$ cat src/rtl/fetch_pc_gen.sv
// Fetch PC generator: BOOT/RUN/BUBBLE sequencing of the fetch-group address
// with BTB-predicted targets, backend redirects and a saturating redirect counter.
module fetch_pc_gen #(
   parameter logic [31:0] RESET_PC = 32'hBFC0_0000
) (
   input  logic        clk,
   input  logic        reset,
   input  logic [31:0] bta,
   input  logic        redirect_valid,
   input  logic [31:0] redirect_pc,
   input  logic        fetch_ready,
   output logic [31:0] pc,
   output logic        pc_valid,
   output logic [1:0]  inst_count,
   output logic        pred_taken,
   output logic [15:0] redirect_cnt
);

   localparam logic [1:0] ST_BOOT   = 2'd0;
   localparam logic [1:0] ST_RUN    = 2'd1;
   localparam logic [1:0] ST_BUBBLE = 2'd2;

   localparam logic [31:0] BOOT_PC = {RESET_PC[31:2], 2'b00};

   logic [1:0]  state, state_nxt;
   logic [31:0] pc_nxt, seq_pc, pred_pc;
   logic        xfer;

   assign pc_valid   = (state == ST_RUN);
   assign pred_taken = pc_valid && (bta != pc);
   assign inst_count = !pc_valid ? 2'd0 : (pc[2] ? 2'd1 : 2'd2);
   assign xfer       = pc_valid && fetch_ready;

   // 29-bit increment drops the carry, so the last two words wrap to 0
   assign seq_pc  = {pc[31:3] + 29'd1, 3'b000};
   assign pred_pc = {bta[31:2], 2'b00};

   always_comb begin
      state_nxt = state;
      pc_nxt    = pc;
      if (redirect_valid) begin
         state_nxt = ST_BUBBLE;
         pc_nxt    = {redirect_pc[31:2], 2'b00};
      end else begin
         case (state)
            ST_BOOT: begin
               state_nxt = ST_RUN;
               pc_nxt    = BOOT_PC;
            end
            ST_BUBBLE: state_nxt = ST_RUN;
            ST_RUN: begin
               if (xfer) pc_nxt = pred_taken ? pred_pc : seq_pc;
            end
            default: begin
               state_nxt = ST_BOOT;
               pc_nxt    = BOOT_PC;
            end
         endcase
      end
   end

   always_ff @(posedge clk or posedge reset) begin
      if (reset) begin
         state        <= ST_BOOT;
         pc           <= BOOT_PC;
         redirect_cnt <= 16'd0;
      end else begin
         state <= state_nxt;
         pc    <= pc_nxt;
         if (redirect_valid && (redirect_cnt != 16'hFFFF))
            redirect_cnt <= redirect_cnt + 16'd1;
      end
   end

endmodule
$ cat config.mk
export PLATFORM = sky130hd
export DESIGN_NAME = fetch_pc_gen
export DESIGN_NICKNAME = d
export VERILOG_FILES = /design/src/rtl/fetch_pc_gen.sv
export SDC_FILE = /design/constraint.sdc
export NUM_CORES = 1
export LEC_CHECK = 0
export ABC_AREA = 1
export CORE_ASPECT_RATIO = 0.75
export CORE_MARGIN = 4
export CORE_UTILIZATION = 42
export DETAILED_ROUTE_END_ITERATION = 12
export GPL_TIMING_DRIVEN = 1
export HOLD_SLACK_MARGIN = 0.02
export PLACE_DENSITY = 0.75
export SLEW_MARGIN = 20
export SYNTH_ARGS = -nofsm -noshare
export SYNTH_HDL_FRONTEND = slang
export SYNTH_SLANG_ARGS = --single-unit
$ cat constraint.sdc
create_clock -name clk -period 5 [get_ports clk]
set_clock_uncertainty 0.15 [all_clocks]
set_input_delay 1 -clock clk [delete_from_list [all_inputs] [get_ports clk]]
set_output_delay 1 -clock clk [all_outputs]
set_load 0.05 [all_outputs]
==> qor.log, run 1 <==
INFO  worst_setup_path arrival_time_reported_for_the_critical_path_endpoint=3280ps
INFO  synthesis      synth_area=4440µm²
INFO  global_routing grt.total_usage=0.228
INFO  power          power.net_switching=0.766mW
INFO  global_routing grt_pass1_vias=4478
INFO  clock_network  cts_hold_buf=0
INFO  placed_design  placement.io_buffers=115
INFO  global_routing grt.overflow.total=0
INFO  placed_design  hpwlAfterDp=10700µm
INFO  floorplanning  dieArea=12300µm²
INFO  floorplanning  area_of_the_core=10300µm²
INFO  finish         synthToLayoutAreaGrowth=30.7%
INFO  synthesis      synth_enable_flop_cells=0
INFO  synthesis      xor_and_xnor_area_share_after_synthesis=0.0789
INFO  clock_network  postCtsResizedCells=0
INFO  finish         net_total_in_the_final_layout=897
INFO  sta            final_max_slew_viol_count=0
INFO  finish         layoutNonFillerInstCount=964
INFO  sta            final.setup.tns=0ps
INFO  placed_design  number_of_instances_in_the_placed_design=956
INFO  power          p_int=0.918mW
INFO  synthesis      synth_simple_gate_area_frac=0.404
INFO  synthesis      synthDominantAreaCellType=dfrtp_1
INFO  placed_design  pre_cts_ws=609ps
INFO  synthesis      synth.avg_cell_area=6.15µm²
INFO  synthesis      ys_top_cells_by_count=nand2_1, nor2_1, inv_1, dfrtp_1, a21oi_1
INFO  floorplanning  start_util=0.432
INFO  clock_network  cts-root-buf=clkbuf_16
INFO  worst_setup_path cell_type_group_with_the_largest_total_delay_on_the_critical_path=buffers and inverters
INFO  power          power_share_of_the_sequential_group=0.332
INFO  drt            route.antenna.remaining_nets=0
INFO  status         status=finished, final reports clean
INFO  sta            grt_setup_unrepaired=false
INFO  worst_setup_path timing.critical_path.cells=clkdlybuf4s50_1 -> inv_1 -> nand2_1 -> o21ai_0 -> nor2_1 -> nand2_1 -> nor2_1 -> nand2_1 -> nor2_1 -> nor2_1 -> clkdlybuf4s50_1
INFO  global_routing grt_antenna_before_repair=0
INFO  synthesis      synth.top_cells.by_area=dfrtp_1, nand2_1, nor2_1
INFO  drt            number_of_drc_violations_after_detailed_routing_iteration_0=363
INFO  power          sw_frac_of_total=0.455
INFO  drt            wirelength=13800µm
INFO  synthesis      ys_ff_latch=48
INFO  clock_network  total_number_of_h_tree_levels=2
INFO  finish         drive_above_1_share=0.0978
INFO  sta            period_minus_slack=4430ps
INFO  drt            dr_total_vias=4703
INFO  floorplanning  chip_width=127µm
INFO  clock_network  clk_transition_reported_paths=70ps
INFO  finish         layout.filler_cells=1013
INFO  worst_setup_path critical_path_most_common_cell=nor2_1
INFO  clock_network  ctsLongestPathBuffers=2
INFO  worst_setup_path worstPathBufferInverterCount=3
INFO  power          power.share.clock=0.211
INFO  synthesis      netlist.area_leader.share=0.220
INFO  clock_network  cts_post_setup_buffers_inserted=0
INFO  power          irDropWorstVdd=0.163mV
INFO  placed_design  gp_congestion=0.928
INFO  global_routing pin_count_of_the_biggest_net_entering_global_routing=49
INFO  floorplanning  rows=32
INFO  floorplanning  num_io_pins=120
INFO  synthesis      ys.flop_type=dfrtp_1
INFO  floorplanning  die_height=97.1µm
INFO  finish         n_antenna_cell=0
INFO  power          static-leakage-power=2.85nW
INFO  worst_setup_path worstSetupEndpointType=output pin
INFO  sta            max_clock_freq=0.226GHz
INFO  worst_setup_path critPathLaunchType=input pin
INFO  worst_setup_path cell_with_the_largest_stage_delay_on_the_worst_path=clkdlybuf4s50_1
INFO  sta            finalHoldViolCount=0
INFO  synthesis      synth_compound_gate_area_share=0.119
INFO  drt            viasPerCell=4.88
INFO  run            cap_viol_max_count=0
INFO  sta            report.final.setup_viol=0
INFO  global_routing global_route_wire_length_before_repair=23000µm
INFO  drt            drc=0
INFO  worst_setup_path critPathKind=in2out
INFO  synthesis      synth.distinct_cells=38
INFO  synthesis      synth-async-reset-ratio=1.00
INFO  synthesis      synth.area.mux_share=0
INFO  drt            drt-wirelength-per-cell=14.4µm
INFO  synthesis      yosysWarnings=0
INFO  worst_setup_path cp_slowest_stage_delay=730ps
INFO  sta            setup_slack=567ps
INFO  synthesis      synthAdderAreaFrac=0.00563
INFO  min_path       timing.hold.worst.class=reg2reg
INFO  clock_network  clock_sinks=48
INFO  worst_setup_path path_max_fanout=3
INFO  sta            worst_tran_pin_value=841ps
INFO  power          share_comb_of_total_power=0.457
INFO  clock_network  cts_tree=done
INFO  synthesis      postSynthCellCount=722
INFO  synthesis      ys_seq_area_frac=0.273
INFO  clock_network  insertion_delay=300ps
INFO  sta            finalCritPeriodShare=0.887
INFO  power          power.density=290nW/µm²
INFO  sta            max-slew-margin-rel=0.440
INFO  worst_setup_path crit_required=3850ps
INFO  synthesis      synth_top_family_by_area=simple AND/OR/NAND/NOR gates
INFO  finish         layout.core_utilization=0.564
INFO  clock_network  cts_made_buffers=5
INFO  drt            drtPass1Iterations=5
INFO  synthesis      synth_most_common_cell=nand2_1
## final cells by class
class | count | area [µm²] | share of cell area
clock buffer | 5 | 125 | 0.0216
inverter | 100 | 377 | 0.0649
clock inverter | 3 | 26.3 | 0.00453
multi-input combinational | 552 | 2710 | 0.466
timing repair buffer | 120 | 1190 | 0.205
sequential | 48 | 1210 | 0.209
tap | 136 | 170 | 0.0293
## path summary, 6_finish.rpt
check                                startpoint                    to  depth (start not counted)  slack (ps)
max in group asynchronous                 reset  state[0]$_DFFE_PP0N_                          2        3170
setup / recovery                        bta[15]            pred_taken                         11         570
setup reg to reg           state[1]$_DFFE_PP0N_    pc[15]$_DFFE_PP0P_                          8        2710
hold reg to reg            state[0]$_DFFE_PP0N_  state[0]$_DFFE_PP0N_                          1         320
hold / removal             state[0]$_DFFE_PP0N_  state[0]$_DFFE_PP0N_                          1         320
min in group asynchronous                 reset    pc[17]$_DFFE_PP0P_                          2        1020
## per-layer routing
layer / share of wire / up-vias / track usage
met1: 0.51 / 2093 / 0.361
li1: - / 2419 / -
met3: 0.081 / 10 / 0.0412
met4: 0.0092 / 0 / 0.0445
met5: 0 / - / 0
met2: 0.40 / 181 / 0.319
## cell families (layout without fill, tap and decap cells)
| family | count (synthesis) | in the layout |
|---|---|---|
| other | 1 | 2 |
| buffers and inverters | 123 | 228 |
| adder cells (fa/ha/maj) | 2 | 2 |
| flip-flops | 48 | 48 |
| XOR/XNOR | 40 | 40 |
| AND/OR/NAND/NOR | 427 | 427 |
| AO/OA/AOI/OAI | 81 | 81 |
## state kept, by name, summed over array words and instances, names as in the netlist
signal / flops
redirect_cnt: 16
state: 2
pc: 30
## power groups by stage
stage | logic, mW | clock network, mW | registers (mW)
after global placement | 0.758 | 0 | 0.562
after CTS | 0.766 | 0.362 | 0.556
after global routing | 0.828 | 0.374 | 0.573
after floorplan | 0.307 | 0 | 0.749
after detailed placement | 0.764 | 0 | 0.562
final | 0.769 | 0.355 | 0.560
## cell usage in the layout (no fill, tap or decap), drive strengths merged, types with 8 or more instances in the layout
cell / n
nand2: 265
clkdlybuf4s50: 115
nor2: 106
inv: 97
a21oi: 66
dfrtp: 39
nand3: 31
xor2: 30
o21ai: 13
nor3: 11
xnor2: 10
dfstp: 9
nand4: 8
## through the flow
step / hold WS [ps] / total power, mW / instance area [µm²]
2_1_floorplan: 292 / 1.06 / 4450
3_3_place_gp: 310 / 1.32 / 5650
3_5_place_dp: 312 / 1.33 / 5650
4_1_cts: 321 / 1.68 / 5800
5_1_grt: 334 / 1.78 / 5810
6_report: 319 / 1.68 / 5810
## worst reg2reg max path, cell delays in order (launching register included)
cell	delay (ps)
dfrtp_1	420
nor2_4	370
inv_2	160
nor2_8	220
inv_2	60
o21ai_2	130
inv_1	360
nor2_1	260
a21oi_2	40
No activity file was read; power rests on OpenSTA's default activity.
==> run 2, diff against run 1 <==
--- a/config.mk
+++ b/config.mk
@@ -14,3 +14,3 @@
 export HOLD_SLACK_MARGIN = 0.02
-export PLACE_DENSITY = 0.75
+export PLACE_DENSITY = 0.71
 export SLEW_MARGIN = 20
--- a/constraint.sdc
+++ b/constraint.sdc
@@ -4,2 +4,2 @@
 set_output_delay 1 -clock clk [all_outputs]
-set_load 0.05 [all_outputs]
+set_load 0.1 [all_outputs]
==> qor.log, run 2 (synthesis results as in run 1) <==
INFO  power          sw_frac_of_total=0.512
INFO  drt            route.antenna.remaining_nets=0
INFO  clock_network  cts-root-buf=clkbuf_16
INFO  status         status=finished, final reports clean
INFO  sta            max_clock_freq=0.260GHz
INFO  power          share_comb_of_total_power=0.515
INFO  finish         net_total_in_the_final_layout=896
INFO  clock_network  cts_made_buffers=5
INFO  sta            max-slew-margin-rel=0.326
INFO  global_routing pin_count_of_the_biggest_net_entering_global_routing=49
INFO  sta            finalHoldViolCount=0
INFO  run            cap_viol_max_count=0
INFO  power          static-leakage-power=2.85nW
INFO  sta            final_max_slew_viol_count=0
INFO  sta            grt_setup_unrepaired=false
INFO  clock_network  insertion_delay=300ps
INFO  power          power_share_of_the_sequential_group=0.286
INFO  floorplanning  rows=32
INFO  clock_network  total_number_of_h_tree_levels=2
INFO  power          power.net_switching=1.01mW
INFO  clock_network  ctsLongestPathBuffers=2
INFO  clock_network  clk_transition_reported_paths=70ps
INFO  floorplanning  start_util=0.432
INFO  floorplanning  die_height=97.1µm
INFO  sta            worst_tran_pin_value=1010ps
INFO  placed_design  placedInstanceArea=5640µm²
INFO  finish         registers.top_by_ff_count=pc
INFO  finish         reg.largest.list=pc: 30 flops, redirect_cnt: 16 flops, state: 2 flops
INFO  power          finalPower=1.97mW
INFO  drt            number_of_drc_violations_after_detailed_routing_iteration_0=413
INFO  drt            viasPerCell=4.91
INFO  global_routing grt_antenna_before_repair=0
INFO  worst_setup_path critPathKind=in2out
INFO  finish         largest_register_ffs=30
INFO  min_path       timing.hold.worst.class=reg2reg
INFO  drt            dr_total_vias=4728
INFO  floorplanning  dieArea=12300µm²
INFO  sta            period_minus_slack=3850ps
INFO  worst_setup_path critPathLaunchType=input pin
INFO  drt            drt-wirelength-per-cell=15.2µm
INFO  worst_setup_path crit-reg2reg-launch=state[1]$_DFFE_PP0N_
INFO  clock_network  postCtsResizedCells=0
INFO  global_routing grt.total_usage=0.239
INFO  placed_design  hpwlAfterDp=11400µm
INFO  worst_setup_path launching_instance_or_port_of_the_critical_path=bta[23]
INFO  worst_setup_path path_max_fanout=3
INFO  worst_setup_path crit_required=3850ps
INFO  power          irDropWorstVdd=0.290mV
INFO  sta            finalCritPeriodShare=0.769
INFO  worst_setup_path worstSetupEndpointType=output pin
INFO  clock_network  clock_sinks=48
INFO  clock_network  cts_tree=done
INFO  power          p_int=0.961mW
INFO  clock_network  cts_post_setup_buffers_inserted=0
INFO  placed_design  gp_congestion=0.921
INFO  finish         drive_above_1_share=0.0979
INFO  finish         layout.cells.most_common_list=nand2_1, clkdlybuf4s50_1, nor2_1, inv_1, dfrtp_1
INFO  power          power.share.clock=0.199
INFO  power          power.density=339nW/µm²
INFO  finish         post-route-cell-area=5810µm²
INFO  floorplanning  area_of_the_core=10300µm²
INFO  sta            report.final.setup_viol=0
INFO  placed_design  number_of_instances_in_the_placed_design=955
INFO  floorplanning  chip_width=127µm
INFO  floorplanning  num_io_pins=120
INFO  min_path       hp-start=state[0]$_DFFE_PP0N_
INFO  finish         layoutNonFillerInstCount=963
INFO  drt            drc=0
INFO  global_routing grt.overflow.total=0
INFO  sta            final.setup.tns=0ps
INFO  clock_network  cts_hold_buf=0
INFO  finish         synthToLayoutAreaGrowth=30.8%
INFO  finish         n_antenna_cell=0
INFO  global_routing grt_pass1_vias=4568
INFO  drt            wirelength=14600µm
INFO  placed_design  placement.io_buffers=115
INFO  finish         layout.filler_cells=1023
INFO  drt            drtPass1Iterations=7
INFO  global_routing global_route_wire_length_before_repair=23700µm
INFO  worst_setup_path arrival_time_reported_for_the_critical_path_endpoint=2700ps
INFO  finish         layout.core_utilization=0.565
INFO  finish         leading_cell_type_in_the_layout_fill_and_taps_excluded=nand2_1
## run 2: final timing paths
path | endpoint | slack, ps | cells after the start
setup / recovery | pred_taken | 1150 | 11
hold / removal | state[0]$_DFFE_PP0N_ | 320 | 1
setup reg to reg | pc[17]$_DFFE_PP0P_ | 2400 | 8
hold reg to reg | state[0]$_DFFE_PP0N_ | 320 | 1
max in group asynchronous | state[0]$_DFFE_PP0N_ | 3160 | 2
min in group asynchronous | pc[13]$_DFFE_PP0P_ | 1040 | 2
## run 2: layout make-up
type                    instances  area, µm²  area share
multi-input cells             552       2710       0.466
repair buffers                119       1180       0.203
clock inverters                 3       42.5     0.00732
inverters                     100        377      0.0648
flip-flops and latches         48       1210       0.209
clock buffers                   5        125      0.0215
well taps                     136        170      0.0293
## run 2: per-stage QoR
step	worst slack (ps)	hold slack, ps
after floorplan	912	292
after global placement	1150	305
after detailed placement	1150	311
after CTS	1140	321
after global routing	936	362
final	1150	317
## run 2: critical path, stage by stage
cell and delay, ps:
clkdlybuf4s50_1 520, inv_1 50, nand2_1 100, o21ai_0 100, nor2_1 120, nand2_1 80, nor2_1 100, nand2_1 60
nor2_1 200, nor2_1 110, buf_4 250
## run 2: routing by layer
metal	global-route usage	wire length, µm	vias up
li1	-	-	2417
met1	0.366	7190	2121
met2	0.347	6110	175
met3	0.0478	1200	15
met4	0.0470	147	0
met5	0	0	-
## run 2: power by group through the flow
| stage | clock network [mW] | registers [mW] | logic (mW) |
|---|---|---|---|
| after floorplan | 0 | 0.979 | 0.318 |
| after global placement | 0 | 0.561 | 1.00 |
| after detailed placement | 0 | 0.564 | 1.01 |
| after CTS | 0.400 | 0.559 | 1.02 |
| after global routing | 0.421 | 0.573 | 1.07 |
| final | 0.392 | 0.562 | 1.01 |
==> run 3, diff against run 2 <==
clock period = 3.9 ns   (was 5 ns; I/O delays follow)
==> qor.log, run 3 (synthesis results as in run 1) <==
INFO  drt            dr_total_vias=4805
INFO  placed_design  gp_congestion=0.939
INFO  placed_design  hpwlAfterDp=11200µm
INFO  sta            grt_setup_unrepaired=false
INFO  worst_setup_path crit-reg2reg-launch=state[1]$_DFFE_PP0N_
INFO  run            cap_viol_max_count=0
INFO  power          finalPower=2.59mW
INFO  floorplanning  num_io_pins=120
INFO  floorplanning  chip_width=127µm
INFO  global_routing grt_pass1_vias=4410
INFO  clock_network  cts_made_buffers=5
INFO  floorplanning  rows=32
INFO  worst_setup_path worst_r2r_path_depth=7
INFO  floorplanning  die_height=97.1µm
INFO  drt            drc=0
INFO  drt            viasPerCell=4.99
INFO  clock_network  total_number_of_h_tree_levels=2
INFO  placed_design  placedInstanceArea=5640µm²
INFO  clock_network  clk_transition_reported_paths=60ps
INFO  finish         drive_above_1_share=0.111
INFO  sta            report.final.setup_viol=0
INFO  finish         net_total_in_the_final_layout=897
INFO  sta            max-slew-margin-rel=0.329
INFO  clock_network  cts_hold_buf=0
INFO  sta            period_minus_slack=3410ps
INFO  drt            drtPass1Iterations=5
INFO  drt            number_of_drc_violations_after_detailed_routing_iteration_0=432
INFO  finish         n_antenna_cell=0
INFO  floorplanning  start_util=0.432
INFO  global_routing grt_antenna_before_repair=0
INFO  worst_setup_path cell_with_the_largest_stage_delay_on_the_worst_path=clkdlybuf4s50_1
INFO  finish         registers.top_by_ff_count=pc
INFO  sta            max_clock_freq=0.293GHz
INFO  global_routing global_route_wire_length_before_repair=23400µm
INFO  placed_design  placement.io_buffers=115
INFO  sta            worst_tran_pin_value=1000ps
INFO  drt            wirelength_met1=7210µm
INFO  worst_setup_path worstSetupEndpointType=output pin
INFO  worst_setup_path arrival_time_reported_for_the_critical_path_endpoint=2480ps
INFO  worst_setup_path timing.rr.end=pc[29]$_DFFE_PP1P_
INFO  sta            final_max_slew_viol_count=0
INFO  finish         layout.core_utilization=0.566
INFO  global_routing grt.total_usage=0.234
INFO  global_routing grt.overflow.total=0
INFO  finish         layoutNonFillerInstCount=963
INFO  global_routing pin_count_of_the_biggest_net_entering_global_routing=49
INFO  finish         leading_cell_type_in_the_layout_fill_and_taps_excluded=nand2_1
INFO  min_path       min_to=state[0]$_DFFE_PP0N_
INFO  floorplanning  dieArea=12300µm²
INFO  clock_network  cts_tree=done
INFO  clock_network  postCtsResizedCells=0
INFO  finish         multi_input_comb_area=2710µm²
INFO  drt            route.antenna.remaining_nets=0
INFO  power          power.density=445nW/µm²
INFO  clock_network  cts_post_setup_buffers_inserted=0
INFO  sta            finalHoldViolCount=0
INFO  clock_network  ctsLongestPathBuffers=2
INFO  finish         post-route-cell-area=5820µm²
INFO  drt            wirelength=14700µm
INFO  min_path       timing.hold.worst.class=reg2reg
INFO  min_path       hp-start=state[0]$_DFFE_PP0N_
INFO  drt            wl_met3=1270µm
INFO  finish         largest_register_ffs=30
INFO  finish         area.sequential=1210µm²
INFO  power          static-leakage-power=2.88nW
INFO  clock_network  insertion_delay=300ps
INFO  worst_setup_path timing.critical_path.cells=clkdlybuf4s50_1 -> inv_1 -> nand2_1 -> nand2_1 -> nor2_1 -> nand2_1 -> nor2_1 -> nand2_1 -> nor2_1 -> nor2_1 -> buf_12
INFO  worst_setup_path cp_slowest_stage_delay=550ps
INFO  worst_setup_path cell_type_group_with_the_largest_total_delay_on_the_critical_path=simple AND/OR/NAND/NOR gates
INFO  finish         reg.largest.list=pc: 30 flops, redirect_cnt: 16 flops, state: 2 flops
INFO  finish         synthToLayoutAreaGrowth=31.1%
INFO  sta            final.setup.tns=0ps
INFO  sta            finalCritPeriodShare=0.875
INFO  worst_setup_path critPathKind=in2out
INFO  worst_setup_path path_max_fanout=4
INFO  placed_design  number_of_instances_in_the_placed_design=956
INFO  min_path       min_path_cells=1
INFO  drt            routed.top_layer=met4
INFO  status         status=finished, final reports clean
INFO  worst_setup_path worstPathBufferInverterCount=3
INFO  worst_setup_path r2r_setup_slack=1260ps
INFO  worst_setup_path crit_required=2970ps
INFO  drt            met2RoutedLength=6000µm
INFO  clock_network  clock_sinks=48
INFO  floorplanning  area_of_the_core=10300µm²
INFO  clock_network  cts-root-buf=clkbuf_16
INFO  drt            drt-wirelength-per-cell=15.2µm
INFO  finish         layout.cells.most_common_list=nand2_1, clkdlybuf4s50_1, nor2_1, inv_1, dfrtp_1
INFO  power          irDropWorstVdd=0.393mV
INFO  finish         layout.filler_cells=1012
INFO  worst_setup_path critPathLaunchType=input pin
==> run 3: changes by cell type in the layout (fill, tap and decap cells not counted), sizes merged <==
cell | before | now
bufinv | 1 | 2
buf | 5 | 17
clkinvlp | 1 | 0
clkinv | 6 | 5
clkdlybuf4s50 | 114 | 103
==> run 3: how the worst max path moves through the flow <==
| stage | start | end | cells after the start |
|---|---|---|---|
| after global routing | bta[22] | pred_taken | 11 |
| after floorplan | pc[15]$_DFFE_PP0P_ | pred_taken | 9 |
| after CTS | bta[15] | pred_taken | 11 |
| after global placement | bta[15] | pred_taken | 11 |
| after detailed placement | bta[15] | pred_taken | 11 |
| final | bta[22] | pred_taken | 11 |
==> run 3: final cells by class <==
| class | instances | share of cell area |
|---|---|---|
| Inverter | 100 | 0.0647 |
| Multi-Input combinational cell | 552 | 0.465 |
| Tap cell | 136 | 0.0292 |
| Sequential cell | 48 | 0.208 |
| Clock inverter | 2 | 0.0103 |
| Clock buffer | 5 | 0.0215 |
| Timing Repair Buffer | 120 | 0.201 |
==> run 3: report_power, final <==
part | internal, mW | switching, mW | total (mW)
Clock | 0.364 | 0.199 | 0.563
Combinational | 0.344 | 0.958 | 1.30
Sequential | 0.585 | 0.138 | 0.723
==> run 3: metrics by stage <==
step	hold slack, ps	setup WS (ps)
2_1_floorplan	292	32.4
3_3_place_gp	306	505
3_5_place_dp	312	531
4_1_cts	320	521
5_1_grt	349	341
6_report	317	487
==> run 3: layer usage <==
| metal | vias up | global-route usage |
|---|---|---|
| li1 | 2417 | - |
| met1 | 2162 | 0.368 |
| met2 | 207 | 0.329 |
| met3 | 19 | 0.0478 |
| met4 | 0 | 0.0420 |
| met5 | - | 0 |
==> run 3: worst register-to-register path: cells and delay by family, from the launching register on <==
kind	cells	cell delay, ps
buf+inv	3	840
simple gates	2	580
compound gates	2	560
flops	1	420
